## config.mk

```make
export PLATFORM = sky130hd
export DESIGN_NAME = fetch_instr_queue
export DESIGN_NICKNAME = d
export VERILOG_FILES = /design/src/rtl/fetch_q_pkg.sv /design/src/rtl/fetch_q_storage.sv /design/src/rtl/fetch_instr_queue.sv
export SDC_FILE = /design/constraint.sdc
export NUM_CORES = 1
export LEC_CHECK = 0
export ABC_CLOCK_PERIOD_IN_PS = 5600
export CAP_MARGIN = 20
export CORE_UTILIZATION = 30
export CTS_CLUSTER_SIZE = 8
export DETAILED_ROUTE_END_ITERATION = 7
export PLACE_DENSITY_LB_ADDON = 0.3
export SLEW_MARGIN = 0
export SYNTH_ARGS = -nofsm -noshare
export SYNTH_HDL_FRONTEND = slang
export SYNTH_SLANG_ARGS = --single-unit
```

## constraint.sdc

```tcl
create_clock -name clk -period 5.6 [get_ports clk]
set_input_delay 0.84 -clock clk [delete_from_list [all_inputs] [get_ports clk]]
set_output_delay 0.84 -clock clk [all_outputs]
set_load 0.02 [all_outputs]
```

## src/rtl/fetch_q_pkg.sv

```systemverilog
// Shared types for the fetch instruction queue: instruction word, queue entry
// (instruction plus last-of-program flag) and per-cycle group limits.
package fetch_q_pkg;

    localparam int XLEN    = 32;
    localparam int DEQ_MAX = 2;
    localparam int ENQ_MAX = 2;

    typedef logic [XLEN-1:0] instr_t;

    typedef struct packed {
        instr_t instr;
        logic   last;
    } entry_t;

endpackage

```

## src/rtl/fetch_q_storage.sv

```systemverilog
// Entry storage for the fetch instruction queue: DEPTH x entry_t registers,
// two write ports at waddr/waddr+1 and two async read ports at raddr/raddr+1.
// Addresses wrap naturally because they are exactly log2(DEPTH) bits wide.
module fetch_q_storage
    import fetch_q_pkg::*;
#(
    parameter int DEPTH = 8,
    parameter int PW    = $clog2(DEPTH)
) (
    input  logic          clk,
    input  logic          we0_i,
    input  logic          we1_i,
    input  logic [PW-1:0] waddr_i,
    input  entry_t        wdata0_i,
    input  entry_t        wdata1_i,
    input  logic [PW-1:0] raddr_i,
    output entry_t        rdata0_o,
    output entry_t        rdata1_o
);

    entry_t        mem_q [DEPTH];
    logic [PW-1:0] waddr1;
    logic [PW-1:0] raddr1;

    assign waddr1 = waddr_i + 1'b1;
    assign raddr1 = raddr_i + 1'b1;

    // Data-only array: validity lives in the top's count, so no reset needed here.
    always_ff @(posedge clk) begin
        if (we0_i) mem_q[waddr_i] <= wdata0_i;
        if (we1_i) mem_q[waddr1]  <= wdata1_i;
    end

    assign rdata0_o = mem_q[raddr_i];
    assign rdata1_o = mem_q[raddr1];

endmodule

```

## src/rtl/fetch_instr_queue.sv

```systemverilog
// Dual-issue fetch-to-decode instruction queue. Accepts up to two instructions
// per cycle from Fetch and presents the two oldest to decode in program order.
// Tracks the end-of-program marker and reports when the program has drained.
// Optional build macro FETCH_Q_STATS_EN adds stat_hwm / stat_stall outputs.
module fetch_instr_queue
    import fetch_q_pkg::*;
#(
    parameter int DEPTH = 8,
    parameter int XLEN  = fetch_q_pkg::XLEN  // must match the package instruction width
) (
    input  logic                    clk,
    input  logic                    rst_n,
    input  logic                    flush,
    input  logic                    enq_valid,
    input  logic                    enq_two,
    input  logic [XLEN-1:0]         enq_instr1,
    input  logic [XLEN-1:0]         enq_instr2,
    input  logic                    enq_finish,
    output logic                    enq_ready,
    output logic [1:0]              deq_valid,
    output logic [XLEN-1:0]         deq_instr0,
    output logic [XLEN-1:0]         deq_instr1,
    output logic [1:0]              deq_last,
    input  logic [1:0]              deq_take,
`ifdef FETCH_Q_STATS_EN
    output logic [$clog2(DEPTH):0]  stat_hwm,
    output logic [31:0]             stat_stall,
`endif
    output logic                    drained
);

    localparam int PW = $clog2(DEPTH);
    localparam int CW = PW + 1;

    logic [PW-1:0] head_q, head_d;
    logic [PW-1:0] tail_q, tail_d;
    logic [CW-1:0] count_q, count_d;
    logic          fin_q, fin_d;
    logic          drained_q, drained_d;

    logic          enq_fire;
    logic [CW-1:0] n_enq, n_deq;
    logic [1:0]    take_c;
    entry_t        wdata0, wdata1, rdata0, rdata1;

    // Acceptance and next-state: ready looks only at registered count, flush wins.
    always_comb begin
        enq_ready = (count_q <= CW'(DEPTH - 2)) && !fin_q;
        enq_fire  = enq_valid && enq_ready;
        n_enq     = enq_fire ? (enq_two ? CW'(2) : CW'(1)) : '0;
        take_c    = (deq_take == 2'd3) ? 2'd2 : deq_take;
        n_deq     = (CW'(take_c) > count_q) ? count_q : CW'(take_c);

        head_d    = head_q + PW'(n_deq);
        tail_d    = tail_q + PW'(n_enq);
        count_d   = count_q + n_enq - n_deq;
        fin_d     = fin_q | (enq_fire & enq_finish);
        if (flush) begin
            head_d  = '0;
            tail_d  = '0;
            count_d = '0;
            fin_d   = 1'b0;
        end
        drained_d = fin_d && (count_d == '0);
    end

    // Queue control state.
    always_ff @(posedge clk or negedge rst_n) begin
        if (!rst_n) begin
            head_q    <= '0;
            tail_q    <= '0;
            count_q   <= '0;
            fin_q     <= 1'b0;
            drained_q <= 1'b0;
        end else begin
            head_q    <= head_d;
            tail_q    <= tail_d;
            count_q   <= count_d;
            fin_q     <= fin_d;
            drained_q <= drained_d;
        end
    end

    // The last flag belongs to the youngest instruction of a finishing group.
    always_comb begin
        wdata0.instr = enq_instr1;
        wdata0.last  = enq_finish & ~enq_two;
        wdata1.instr = enq_instr2;
        wdata1.last  = enq_finish;
    end

    fetch_q_storage #(.DEPTH(DEPTH), .PW(PW)) u_storage (
        .clk      (clk),
        .we0_i    (enq_fire & ~flush),
        .we1_i    (enq_fire & enq_two & ~flush),
        .waddr_i  (tail_q),
        .wdata0_i (wdata0),
        .wdata1_i (wdata1),
        .raddr_i  (head_q),
        .rdata0_o (rdata0),
        .rdata1_o (rdata1)
    );

    // Read slots are masked by occupancy so empty slots show zero data and flags.
    always_comb begin
        deq_valid  = {count_q >= CW'(2), count_q != '0};
        deq_instr0 = deq_valid[0] ? rdata0.instr : '0;
        deq_instr1 = deq_valid[1] ? rdata1.instr : '0;
        deq_last   = {deq_valid[1] & rdata1.last, deq_valid[0] & rdata0.last};
        drained    = drained_q;
    end

`ifdef FETCH_Q_STATS_EN
    logic [CW-1:0] hwm_q;
    logic [31:0]   stall_q;

    // High-water mark since reset/flush and saturating count of refused offers.
    always_ff @(posedge clk or negedge rst_n) begin
        if (!rst_n) begin
            hwm_q   <= '0;
            stall_q <= '0;
        end else begin
            if (flush)                 hwm_q <= '0;
            else if (count_d > hwm_q)  hwm_q <= count_d;
            if (enq_valid && !enq_ready && (stall_q != '1)) stall_q <= stall_q + 32'd1;
        end
    end

    assign stat_hwm   = hwm_q;
    assign stat_stall = stall_q;
`endif

`ifndef SYNTHESIS
    // Decode must never take more entries than are presented.
    always_ff @(posedge clk) begin
        if (rst_n && !flush) assert (CW'(deq_take) <= count_q);
    end
`endif

endmodule

```

==> metrics.yaml, run 1 <==
outcome: "complete, no violations"
route.vias.total: 9921
worstPathArrival_ps: 3450
fin_crit_sh: 0.766
cts_tree: "yes"
place_congestion: 0.768
comb_power_share: 0.516
avgSynthCellArea_um2: 15.8
cp-start-kind: "register"
drt_iter0_drc: 841
grt_first_pass_wirelength_mm: 71.4
yosys_warnings: 0
drc: 0
holdCritPathClass: "reg -> reg"
grt_overflow_total: 0
worstPathRequired_ps: 4760
worstPathBufferInverterCount: 2
ys_types: 45
max_freq_mhz: 233
clkTransAtPathRegs_ps: 60
dp_hpwl_mm: 28.1
grt_pass1_vias: 10800
viasPerCell: 5.32
power.leakage_nw: 6.23
register_area_um2: 8240
antenna_found_initial: 6
num_rows: 84
grt_start_max_net_pins: 133
finClkSkew_ps: 16.7
rsz0062_at_grt: "no"
post_synth_instance_area_um2: 16200
maxSlewViolCount: 0
grt_usage: 0.175
drt_wl_total_mm: 48.0
die_h_um: 235
period_minus_slack_ps: 4290
cts.sinks: 276
post_cts_resized: 0
ir_worst_vdd_mv: 0.430
final-setup-viol-count: 0
crit_chain: "ha_4 -> buf_4 -> mux4_2 -> nand2_1 -> a21oi_1 -> clkdlybuf4s50_1"
dp_cells: 1810
finish.net_count: 1253
port_buffers: 141
initial_core_util: 0.307
wl_per_cell_um: 25.8
first_pass_iters: 4
syn-num-nets: 1119
holdBufCountCts: 0
clk_path_buf_depth: 3
slowest_delay_ps: 630
crit_slowest_cell: "clkdlybuf4s50_1"
worst_slew_pin_slew_ps: 1130
fin_cells: 1865
max_slew_margin: 0.248
seqPwrFrac: 0.256
clkPwrFrac: 0.227
crit_family: "buffers and inverters"
multiInputGateArea_um2: 7710
ys_seq_area_frac: 0.507
drive_gt1_frac: 0.410
crit_path_max_fanout: 22
p_int_mw: 5.97
syn2layout_area_growth_pct: 20.9
swShare: 0.382
p_sw_mw: 3.69
core_area_um2: 53000
post_cts.repair.setup_buffers: 0
endpoint_kind: "output pin"
maxCapViolCount: 0
crit_type: "reg -> out"
n_fill_cell: 5064
power_density_nw_per_um2: 492
finalSetupTns_ps: 0
final_antenna_net_count: 0
syn_inst: 1030
htreeDepth: 2
cts_made_buffers: 40
clock_latency_ps: 560
ios: 142
final_hold_viol_count: 0
ctsRootBufferMaster: "clkbuf_16"
die_width_um: 235
die_area_um2: 55100
ys_ff_latch: 276
-- cells in the mapped netlist, drive strengths merged --
| library cell | instances | area share |
|---|---|---|
| a2111o | 1 | 0.00069 |
| a2111oi | 1 | 0.0017 |
| a21boi | 4 | 0.0018 |
| a21o | 1 | 0.00046 |
| a21oi | 41 | 0.013 |
| a22oi | 1 | 0.00046 |
| a31oi | 2 | 0.00077 |
| a32oi | 1 | 0.00054 |
| and2 | 1 | 0.00039 |
| and3 | 2 | 0.00077 |
| buf | 54 | 0.018 |
| clkbuf | 24 | 0.0055 |
| dfrtp | 12 | 0.018 |
| edfxtp | 264 | 0.49 |
| fa | 4 | 0.0049 |
| ha | 13 | 0.010 |
| inv | 13 | 0.0030 |
| mux2 | 256 | 0.18 |
| mux2i | 34 | 0.021 |
| mux4 | 132 | 0.18 |
| nand2 | 78 | 0.018 |
| nand2b | 1 | 0.00039 |
| nand3 | 3 | 0.0012 |
| nand4 | 1 | 0.0013 |
| nand4b | 1 | 0.00054 |
| nor2 | 53 | 0.013 |
| nor2b | 10 | 0.0039 |
| nor3 | 2 | 0.00062 |
| nor3b | 1 | 0.00046 |
| nor4b | 1 | 0.00092 |
| nor4bb | 2 | 0.0012 |
| o2111ai | 1 | 0.00054 |
| o211ai | 1 | 0.00046 |
| o21a | 4 | 0.0018 |
| o21ai | 1 | 0.00031 |
| xnor2 | 6 | 0.0032 |
| xor2 | 3 | 0.0016 |
-- cells in the final DEF, fill, tap and decap left out, drive strengths merged, types with 6 or more instances in the layout --
cell type and count:
buf 29, nor2 53, dfrtp 12, inv 15
clkbuf 47, xnor2 6, clkdlybuf4s50 141, nand2 78
a21oi 41, mux4 132, edfxtp 264, mux2 256
ha 13, nor2b 10, mux2i 34
-- worst reg2reg max path, cell delays in order, from the launching register on --
cell and delay, ps:
dfrtp_1 450, inv_1 110, ha_1 200, and3_1 230, a2111o_1 820, nor2_1 360
fa_1 500, fa_1 400, xnor2_1 170, nor2_1 70, nor3_1 140, nor4bb_1 280
-- power by group through the flow --
| stage | registers (mW) | logic (mW) | clock network [mW] |
|---|---|---|---|
| 2_1_floorplan | 2.48 | 3.10 | 0 |
| 3_3_place_gp | 2.51 | 5.06 | 0 |
| 3_5_place_dp | 2.52 | 5.07 | 0 |
| 4_1_cts | 2.48 | 5.09 | 2.24 |
| 5_1_grt | 2.49 | 5.35 | 2.32 |
| 6_report | 2.48 | 4.99 | 2.19 |
-- registers in the layout (all words and copies together) (netlist names) --
register / count
count_q: 4
drained: 1
fin_q: 1
head_q: 3
tail_q: 3
u_storage.mem_q: 264
-- kinds of logic (layout without fill, tap and decap cells) --
kind of cell,after synthesis,in the layout,synth area share
AO/OA/AOI/OAI,59,59,0.0223
XOR/XNOR,9,9,0.00485
adder cells (fa/ha/maj),17,17,0.0149
buffers and inverters,91,234,0.0264
flip-flops,276,276,0.507
multiplexers,422,422,0.382
other,0,4,0
AND/OR/NAND/NOR,156,156,0.0432
-- per-stage QoR --
stage | instance area [µm²] | setup slack, ps | utilization | power, mW | hold WS (ps)
2_1_floorplan | 16200 | 1880 | - | 5.57 | 544
3_3_place_gp | 18500 | 1500 | 0.350 | 7.57 | 639
3_5_place_dp | 18500 | 1420 | 0.350 | 7.59 | 644
4_1_cts | 19600 | 1250 | 0.370 | 9.81 | 650
5_1_grt | 19600 | 1190 | 0.370 | 10.2 | 699
6_report | 19600 | 1310 | 0.371 | 9.66 | 651
-- worst paths after layout --
path	cells after the start	slack [ps]	to	start
max	6	1310	deq_instr1[5]	head_q[0]$_DFF_PN0_
min	2	650	fin_q$_DFF_PN0_	fin_q$_DFF_PN0_
max reg2reg	11	1770	drained$_DFF_PN0_	count_q[3]$_DFF_PN0_
min reg2reg	2	650	fin_q$_DFF_PN0_	fin_q$_DFF_PN0_
max in group asynchronous	1	4460	head_q[0]$_DFF_PN0_	rst_n
min in group asynchronous	1	670	count_q[0]$_DFF_PN0_	rst_n
-- area by class of cell --
class                      instances  share of cell area
clock buffer                      47              0.0523
tap                              688              0.0439
sequential                       276               0.420
inverter                          13             0.00249
antenna                            4            0.000510
clock inverter                     4             0.00261
timing repair buffer             170              0.0856
multi-input combinational        663               0.393
-- metal layers --
layer,GRT usage,vias up,routed length [µm]
li1,-,4384,-
met1,0.231,5160,21100
met2,0.293,302,23300
met3,0.0278,71,2500
met4,0.0594,4,1170
met5,0,-,19
(Power assumes the default switching activity.)
==> run 2, diff against run 1 <==
--- a/config.mk
+++ b/config.mk
@@ -5,7 +5,7 @@
 export SDC_FILE = /design/constraint.sdc
 export NUM_CORES = 1
 export LEC_CHECK = 0
-export ABC_CLOCK_PERIOD_IN_PS = 5600
+export ABC_CLOCK_PERIOD_IN_PS = 4300
 export CAP_MARGIN = 20
 export CORE_UTILIZATION = 30
 export CTS_CLUSTER_SIZE = 8
==> constraint.sdc (replaced) <==
create_clock -name clk -period 4.3 [get_ports clk]
set_input_delay 0.645 -clock clk [delete_from_list [all_inputs] [get_ports clk]]
set_output_delay 0.645 -clock clk [all_outputs]
set_load 0.02 [all_outputs]
==> metrics.yaml, run 2 (synthesized netlist as in run 1, its figures left out) <==
cp-start-kind: "register"
worstPathRequired_ps: 3650  # -1110 ps
max_slew_margin: 0.249  # +0.00138
grt_start_max_net_pins: 134  # +0.75%
largest_reg_flops: 264  # unchanged
crit_path_max_fanout: 133  # +500%
holdBufCountCts: 0  # unchanged
grt_overflow_total: 0  # unchanged
antenna_cells: 0  # -4
num_rows: 84  # unchanged
crit_end: "deq_instr1[31]"
register_area_um2: 8240  # unchanged
route.vias.total: 10200  # +2.4%
largest_registers: "u_storage.mem_q x264, count_q x4"
crit_slowest_cell: "clkdlybuf4s50_1"
finish.net_count: 1262  # +0.72%
layout_common_cells: "edfxtp_1, mux2_2, clkdlybuf4s50_1"
met2RoutedLength_mm: 24.4  # +4.9%
r2r-end: "drained$_DFF_PN0_"
finalSetupTns_ps: 0  # unchanged
clk_path_buf_depth: 3  # unchanged
final_hold_viol_count: 0  # unchanged
crit_chain: "buf_12 -> mux4_2 -> nand2_1 -> a21oi_1 -> clkdlybuf4s50_1"
drt_wl_total_mm: 48.9  # +1.7%
ir_worst_vdd_mv: 0.359  # -16%
place_congestion: 0.761  # -1.0%
crit_type: "reg -> out"
final_antenna_net_count: 0  # unchanged
worstPathArrival_ps: 3340  # -110 ps
max_freq_mhz: 251
multiInputGateArea_um2: 7710  # unchanged
syn2layout_area_growth_pct: 21.4
reg2reg_slack_ps: 840  # -930 ps
grt_first_pass_wirelength_mm: 72.4  # +1.3%
wl_per_cell_um: 26.1  # +1.5%
top_register: "u_storage.mem_q"
viasPerCell: 5.43  # +2.2%
drive_gt1_frac: 0.415  # +0.00534
wl_met3_mm: 2.49  # -0.28%
wl_met1_mm: 21.0  # -0.37%
place_area_um2: 18600  # +0.50%
maxSlewViolCount: 0  # unchanged
antenna_found_initial: 2  # -4
final_area_um2: 19700  # +0.41%
cts_tree: "yes"
post_cts_resized: 0  # unchanged
port_buffers: 141  # unchanged
rsz0062_at_grt: "no"
htreeDepth: 2  # unchanged
cp.depth: 5  # -1
initial_core_util: 0.307  # unchanged
drc: 0  # unchanged
power.leakage_nw: 6.29  # +0.93%
holdCritPathClass: "in -> async"
crit_start: "head_q[0]$_DFF_PN0_"
grt_usage: 0.178  # +0.00254
core_area_um2: 53000  # unchanged
die_h_um: 235  # unchanged
slowest_delay_ps: 690  # +60 ps
layout.cells.most_common: "edfxtp_1"
die_width_um: 235  # unchanged
maxCapViolCount: 0  # unchanged
outcome: "complete, no violations"
fin_crit_sh: 0.928
period_minus_slack_ps: 3990
clock_latency_ps: 560  # about the same
die_area_um2: 55100  # unchanged
ctsRootBufferMaster: "clkbuf_16"
postLayoutCoreUtil: 0.372  # +0.00154
clkTransAtPathRegs_ps: 50  # about the same
cts.sinks: 276  # unchanged
r2r_start: "count_q[3]$_DFF_PN0_"
cts_made_buffers: 40  # unchanged
dp_hpwl_mm: 28.4  # +0.79%
grt_pass1_vias: 10700  # -0.16%
final-setup-viol-count: 0  # unchanged
ios: 142  # unchanged
first_pass_iters: 5  # +1
worst_slew_pin_slew_ps: 1130  # -2.07 ps
n_fill_cell: 5016  # -0.95%
highest_layer: "met5"
drt_iter0_drc: 763  # -9.3%
finClkSkew_ps: 18.2  # +1.50 ps
crit_family: "buffers and inverters"
power_density_nw_per_um2: 643  # +31%
post_cts.repair.setup_buffers: 0  # unchanged
hold_slack_ps: 478  # -172 ps
r2r_cells: 13  # +2
worstPathBufferInverterCount: 2  # unchanged
endpoint_kind: "output pin"
[run 2: changes by cell type in the layout (fill, tap and decap cells not counted), sizes merged]
cell   previous run  this run
buf              29        38
diode             4         0
[run 2: layout make-up]
| cell class | instances | area share |
|---|---|---|
| multi-input cells | 663 | 0.391 |
| inverters | 13 | 0.00248 |
| repair buffers | 179 | 0.0899 |
| clock inverters | 4 | 0.00254 |
| well taps | 688 | 0.0437 |
| clock buffers | 47 | 0.0521 |
| flip-flops and latches | 276 | 0.418 |
[run 2: report_power, final]
part,internal [mW],switching [mW],total [mW]
combinational,3.03,3.54,6.57
clock,1.67,1.20,2.88
sequential,3.12,0.0999,3.22
total,7.82,4.84,12.7
[run 2: stage by stage]
stage	total power, mW	setup slack (ps)	instances
floorplan	7.26	643	1030
global placement	9.90	455	1819
detailed placement	9.94	377	1819
CTS	12.9	282	1870
global route	13.3	172	1870
finish	12.7	310	1870
[run 2: worst min-delay path by stage]
| stage | from | to | slack (ps) | cells past startpoint |
|---|---|---|---|---|
| detailed placement | fin_q$_DFF_PN0_ | fin_q$_DFF_PN0_ | 630 | 2 |
| floorplan | rst_n | count_q[0]$_DFF_PN0_ | 350 | 0 |
| finish | rst_n | fin_q$_DFF_PN0_ | 480 | 1 |
| global placement | fin_q$_DFF_PN0_ | fin_q$_DFF_PN0_ | 630 | 2 |
| global route | rst_n | fin_q$_DFF_PN0_ | 500 | 1 |
| CTS | rst_n | count_q[3]$_DFF_PN0_ | 460 | 1 |
[run 2: per-layer routing]
layer | GRT usage | up-vias
met5 | 0 | -
met4 | 0.0443 | 4
met3 | 0.0317 | 69
met2 | 0.304 | 298
met1 | 0.232 | 5389
li1 | - | 4402
==> variant 1 (settings of run 1) <==
Build with the macro `FETCH_Q_STATS_EN` defined.
--- a/src/rtl/fetch_instr_queue.sv
+++ b/src/rtl/fetch_instr_queue.sv
@@ -4,2 +4,4 @@
 // Optional build macro FETCH_Q_STATS_EN adds stat_hwm / stat_stall outputs.
+`define FETCH_Q_STATS_EN
+
 module fetch_instr_queue
Function (old outputs only; new: stat_hwm and stat_stall): no difference found for any inputs over 4 cycles, from zero or initial values and one cycle with rst_n low; that may be too few to reach the edited logic, so the function may still have changed.
==> variant 1 against run 1 <==
Worst setup slack got worse by 540 ps; final area rose by 14%; clock skew rose by 11 ps; routed wire length rose by 14%; sequential cell count rose by 36; global-route usage barely moved; area after synthesis rose by 13%; power rose by 2.9%; combinational power fell by 7.4%.
==> variant 1: results (changes against run 1) <==
| Metric | Value |
|---|---|
| Most used standard cells in the synthesized netlist | 264 x sky130_fd_sc_hd__edfxtp_1, 203 x sky130_fd_sc_hd__mux2_2, 132 x sky130_fd_sc_hd__mux4_2 |
| Max stage delay on crit path | 530 ps (-100 ps) |
| Net switching power | 0.00364 W (-1.3%) |
| Cell types with the largest area share after synthesis | sky130_fd_sc_hd__edfxtp_1 43%, sky130_fd_sc_hd__mux4_2 16%, sky130_fd_sc_hd__mux2_2 12%, sky130_fd_sc_hd__dfrtp_1 6.6%, sky130_fd_sc_hd__mux2_4 4.6% |
| Antenna violations before repair | 8 (+2) |
| Met2 global-route usage | 29.4% (+0.13 points) |
| Number of different library cells in the post-synthesis netlist | 52 (+16%) |
| Quantity of I/O buffers inserted on ports | 177 (+26%) |
| Length of the first detailed-routing pass in iterations | 5 (+1) |
| Worst IR drop on VDD | 0.000366 V (-15%) |
| Weighted congestion reported at the end of routability-driven placement | 0.770 (+0.23%) |
| GR Util met1 | 22.6% (-0.51 points) |
| Global-route wire length before repair | 81100 um (+14%) |
| Met2 routed wirelength | 26500 um (+14%) |
| Class of the most critical hold timing path | in -> async |
| Combined global-route utilization of all metal layers | 17.5% (+0.036 points) |
| Proportion of synthesized chip area in sequential cells | 49.8% (-0.88 points) |
| Routed wire length | 54600 um (+14%) |
| Slew of the pin with the lowest slew margin | 1100 ps (-24.6 ps) |
| Maximum number of pins on one net before global-route repair | 134 (+0.75%) |
| XOR/XNOR Fraction of Synth Area | 1.77% (+1.3 points) |
| Share of post-route cells with drive strength above 1 | 36.3% (-4.7 points) |
| Cell Area, Placed | 21100 um^2 (+14%) |
| Power consumed by the clock network | 0.00249 W (+14%) |
| Worst slack at placement | 168 ps (-1260 ps) |
| Worst-path cell with the longest stage delay | sky130_fd_sc_hd__fa_1 |
| Number of global-route vias before repair | 12393 (+15%) |
| Crit path arrival time | 5290 ps (+1840 ps) |
| Met3 layer wire length in the routed design | 3610 um (+44%) |
| Filler instances | 5732 (+13%) |
| Standby leakage power | 7.62 nW (+22%) |
| Result of the run | completed |
| Share of synthesized area spent on multiplexers | 35.4% (-2.7 points) |
| Worst reg2reg path depth | 16 (+5) |
| Clock Skew | 27.4 ps (+10.7 ps) |
| Share of synthesized cell area in full adder, half adder and majority cells | 1.67% (+0.17 points) |
| First-iteration detailed-routing DRC count | 830 (-1.3%) |
| Via/cell ratio | 5.35 (+0.56%) |
| Met1 layer wirelength in the final routing | 23100 um (+9.5%) |
| Layout Nets | 1473 (+18%) |
| Clock network latency to the later pin of the worst-skew pair | 590 ps (+30 ps) |
| Compound-gate portion of the synthesized area | 2.22% (about the same) |
| Portion of total power attributed to sequential cells | 28.5% (+2.9 points) |
| Top cell family by delay on the critical path | adder cells |
| Net Count, Synth | 1298 (+16%) |
| Internal power contribution | 0.00630 W (+5.5%) |
| GR met3 Demand/Resource | 4.15% (+1.4 points) |
| Dpl hpwl | 33300 um (+18%) |
| Maximum fanout along the worst path | 5 (-77%) |
| Clock buffers created by TritonCTS | 45 (+13%) |
## variant 1: final timing paths
check,start,endpoint,slack (ps)
max in group asynchronous,rst_n,head_q[0],4750
worst min register to register,stat_stall[6],stat_stall[6],500
worst max-delay path,deq_take[1],stat_hwm[2],770
min in group clk,stat_stall[6],stat_stall[6],500
worst max register to register,count_q[3],stat_hwm[2],870
worst min-delay path,rst_n,stat_stall[21],370
## variant 1: stage by stage
stage / hold slack [ps] / std cells / util (%)
finish: 368 / 2171 / 37.0
global placement: 483 / 2113 / 35.0
CTS: 376 / 2169 / 37.0
detailed placement: 484 / 2113 / 35.0
global route: 418 / 2170 / 37.0
floorplan: 503 / 1204 / -
## variant 1: final cells by class
type / instances / area share [%]
Sequential cell: 312 / 40.9
Inverter: 23 / 0.386
Clock inverter: 5 / 0.347
Tap cell: 782 / 4.38
Multi-Input combinational cell: 788 / 39.6
Clock buffer: 51 / 5.19
Antenna cell: 1 / 0.0112
Timing Repair Buffer: 209 / 9.14
==> variant 2 (settings of run 1) <==
Made on the original files. `DEPTH` is set to 8 in 2 places; all go to 4.
--- a/src/rtl/fetch_q_storage.sv
+++ b/src/rtl/fetch_q_storage.sv
@@ -6,3 +6,3 @@
 #(
-    parameter int DEPTH = 8,
+    parameter int DEPTH = 4,
     parameter int PW    = $clog2(DEPTH)
--- a/src/rtl/fetch_instr_queue.sv
+++ b/src/rtl/fetch_instr_queue.sv
@@ -7,3 +7,3 @@
 #(
-    parameter int DEPTH = 8,
+    parameter int DEPTH = 4,
     parameter int XLEN  = fetch_q_pkg::XLEN  // must match the package instruction width
Behaviour: not the same (a bounded check fails within 4 cycles, from zero or initial values and one cycle with rst_n low).
==> variant 2 against run 1 <==
Count of clock-buffer cells in the layout decreased by 30; global-route usage decreased by 2.1 points; area after synthesis decreased by 48%; worst setup slack improved by 200 ps; sequential cell count decreased by 135; die area decreased by 48%; final area decreased by 45%; cell count decreased by 45%; power decreased by 50%; via count decreased by 48%; routed wire length decreased by 55%; maximum frequency increased by 4.9%; critical endpoint is now deq_instr0[7]; largest power group unchanged; highest routed layer is now met4.
==> variant 2: results (changes against run 1) <==
| Metric | Value |
|---|---|
| Total of cells resized after clock tree synthesis | 0 (unchanged) |
| Share of post-route cells with drive strength above 1 | 38.7% (-2.3 points) |
| Quantity of I/O buffers inserted on ports | 141 (unchanged) |
| Most used standard cells in the synthesized netlist | 132 x sky130_fd_sc_hd__edfxtp_1, 117 x sky130_fd_sc_hd__mux2_2, 67 x sky130_fd_sc_hd__mux4_2 |
| Net Count, Synth | 593 (-47%) |
| Dpl hpwl | 13700 um (-51%) |
| Clock Skew | 6.52 ps (-10.2 ps) |
| Antenna violations before repair | 0 (-6) |
| Standby leakage power | 3.61 nW (-42%) |
| Clock network latency to the later pin of the worst-skew pair | 420 ps (-140 ps) |
| Global-route wire length before repair | 32500 um (-55%) |
| Post-synthesis async set-or-reset flop share | 6.38% (+2.0 points) |
| Weighted congestion reported at the end of routability-driven placement | 0.714 (-7.1%) |
| Worst-path cell with the longest stage delay | sky130_fd_sc_hd__nor2_4 |
| Clock Tree Buf Depth | 2 (-1) |
| Average routed wire per standard cell | 21.0 um (-18%) |
| Proportion of synthesized chip area in sequential cells | 49.8% (-0.89 points) |
| Worst reg2reg setup slack | 2290 ps (+520 ps) |
| Combined global-route utilization of all metal layers | 15.5% (-2.1 points) |
| Routed vias | 5189 (-48%) |
| Maximum number of pins on one net before global-route repair | 68 (-49%) |
| Largest registers | u_storage.mem_q x132, count_q x3 |
| Maximum fanout along the worst path | 35 (+59%) |
| Cell types with the largest area share after synthesis | sky130_fd_sc_hd__edfxtp_1 47%, sky130_fd_sc_hd__mux4_2 18%, sky130_fd_sc_hd__mux2_2 16%, sky130_fd_sc_hd__dfrtp_1 2.7%, sky130_fd_sc_hd__and2_1 2.6% |
| Cell count after synthesis | 513 (-50%) |
| Layout Nets | 727 (-42%) |
| Number of enable-type register cells in the synthesized netlist | 132 (-50%) |
| Crit path arrival time | 3250 ps (-200 ps) |
| First-iteration detailed-routing DRC count | 304 (-64%) |
| Result of the run | completed |
| Worst IR drop on VDD | 0.000181 V (-58%) |
| Number of antenna repair diodes | 0 (-4) |
| Fin cells | 1031 (-45%) |
| Deepest level of the CTS H-tree | 4 (+2) |
| Filler instances | 2480 (-51%) |
| Max stage delay on crit path | 920 ps (+290 ps) |
| Clock buffers created by TritonCTS | 17 (-57%) |
| Number of global-route vias before repair | 5591 (-48%) |
| Fin Hold WS | 572 ps (-78.4 ps) |
[variant 2: cell types whose count changed after synthesis, moves of 39 or more]
cell | run 1 | this run
sky130_fd_sc_hd__a21oi_1 | 41 | 1
sky130_fd_sc_hd__edfxtp_1 | 264 | 132
sky130_fd_sc_hd__mux2_2 | 251 | 117
sky130_fd_sc_hd__mux4_2 | 132 | 67
sky130_fd_sc_hd__nand2_1 | 76 | 2
sky130_fd_sc_hd__nor2_1 | 49 | 10
[variant 2: per-stage QoR]
stage                     setup slack, ps  cell area (um^2)  power [W]  utilization, %
after floorplan                       228              8420    0.00272               -
after global placement               1600             10200    0.00359            37.5
after detailed placement             1430             10200    0.00362            37.5
after CTS                            1350             10900    0.00487            39.8
after global routing                 1270             10900    0.00503            39.8
final                                1510             10900    0.00480            39.8
[variant 2: worst paths after layout]
kind                                 start            end
worst max-delay path            count_q[1]  deq_instr0[7]
worst min-delay path                 fin_q          fin_q
worst max register to register  count_q[1]        drained
worst min register to register       fin_q          fin_q
max in group asynchronous            rst_n      head_q[1]
min in group asynchronous            rst_n      head_q[0]
[variant 2: report_power, final]
group          leakage (nW)  internal [W]  switching [W]
registers              1.32       0.00126       0.000171
logic                  1.97       0.00112        0.00101
clock network         0.317      0.000790       0.000451
total                  3.61       0.00317        0.00163
[variant 2: cell type report]
type / instances / share of cell area (%)
Inverter: 8 / 0.277
Timing Repair Buffer: 155 / 14.1
Clock inverter: 14 / 2.01
Tap cell: 372 / 4.29
Clock buffer: 17 / 3.92
Multi-Input combinational cell: 324 / 36.7
Sequential cell: 141 / 38.7
[variant 2: cell families after synthesis]
kind of cell	synth area share, %
and+or+nand+nor	8.40
xor gates and xnor gates	0.416
DFF	49.8
muxes	35.8
buffers and inverters	3.26
adders and majority gates	1.37
AOI/OAI and AO/OA	0.937
[variant 2: critical path, delay by kind of cell (launching register included)]
kind	cells	cell delay (ps)
and+or+nand+nor	3	1830
buffers and inverters	1	530
DFF	1	450
[variant 2: routing by layer]
layer | share of wire (%) | routed length [um] | global-route usage, % | up-vias
li1 | - | - | - | 2300
met5 | 0 | 0 | 0 | -
met2 | 53 | 11500 | 28.2 | 173
met4 | 1.2 | 253 | 4.54 | 0
met3 | 5.2 | 1130 | 3.19 | 18
met1 | 41 | 8840 | 18.2 | 2698
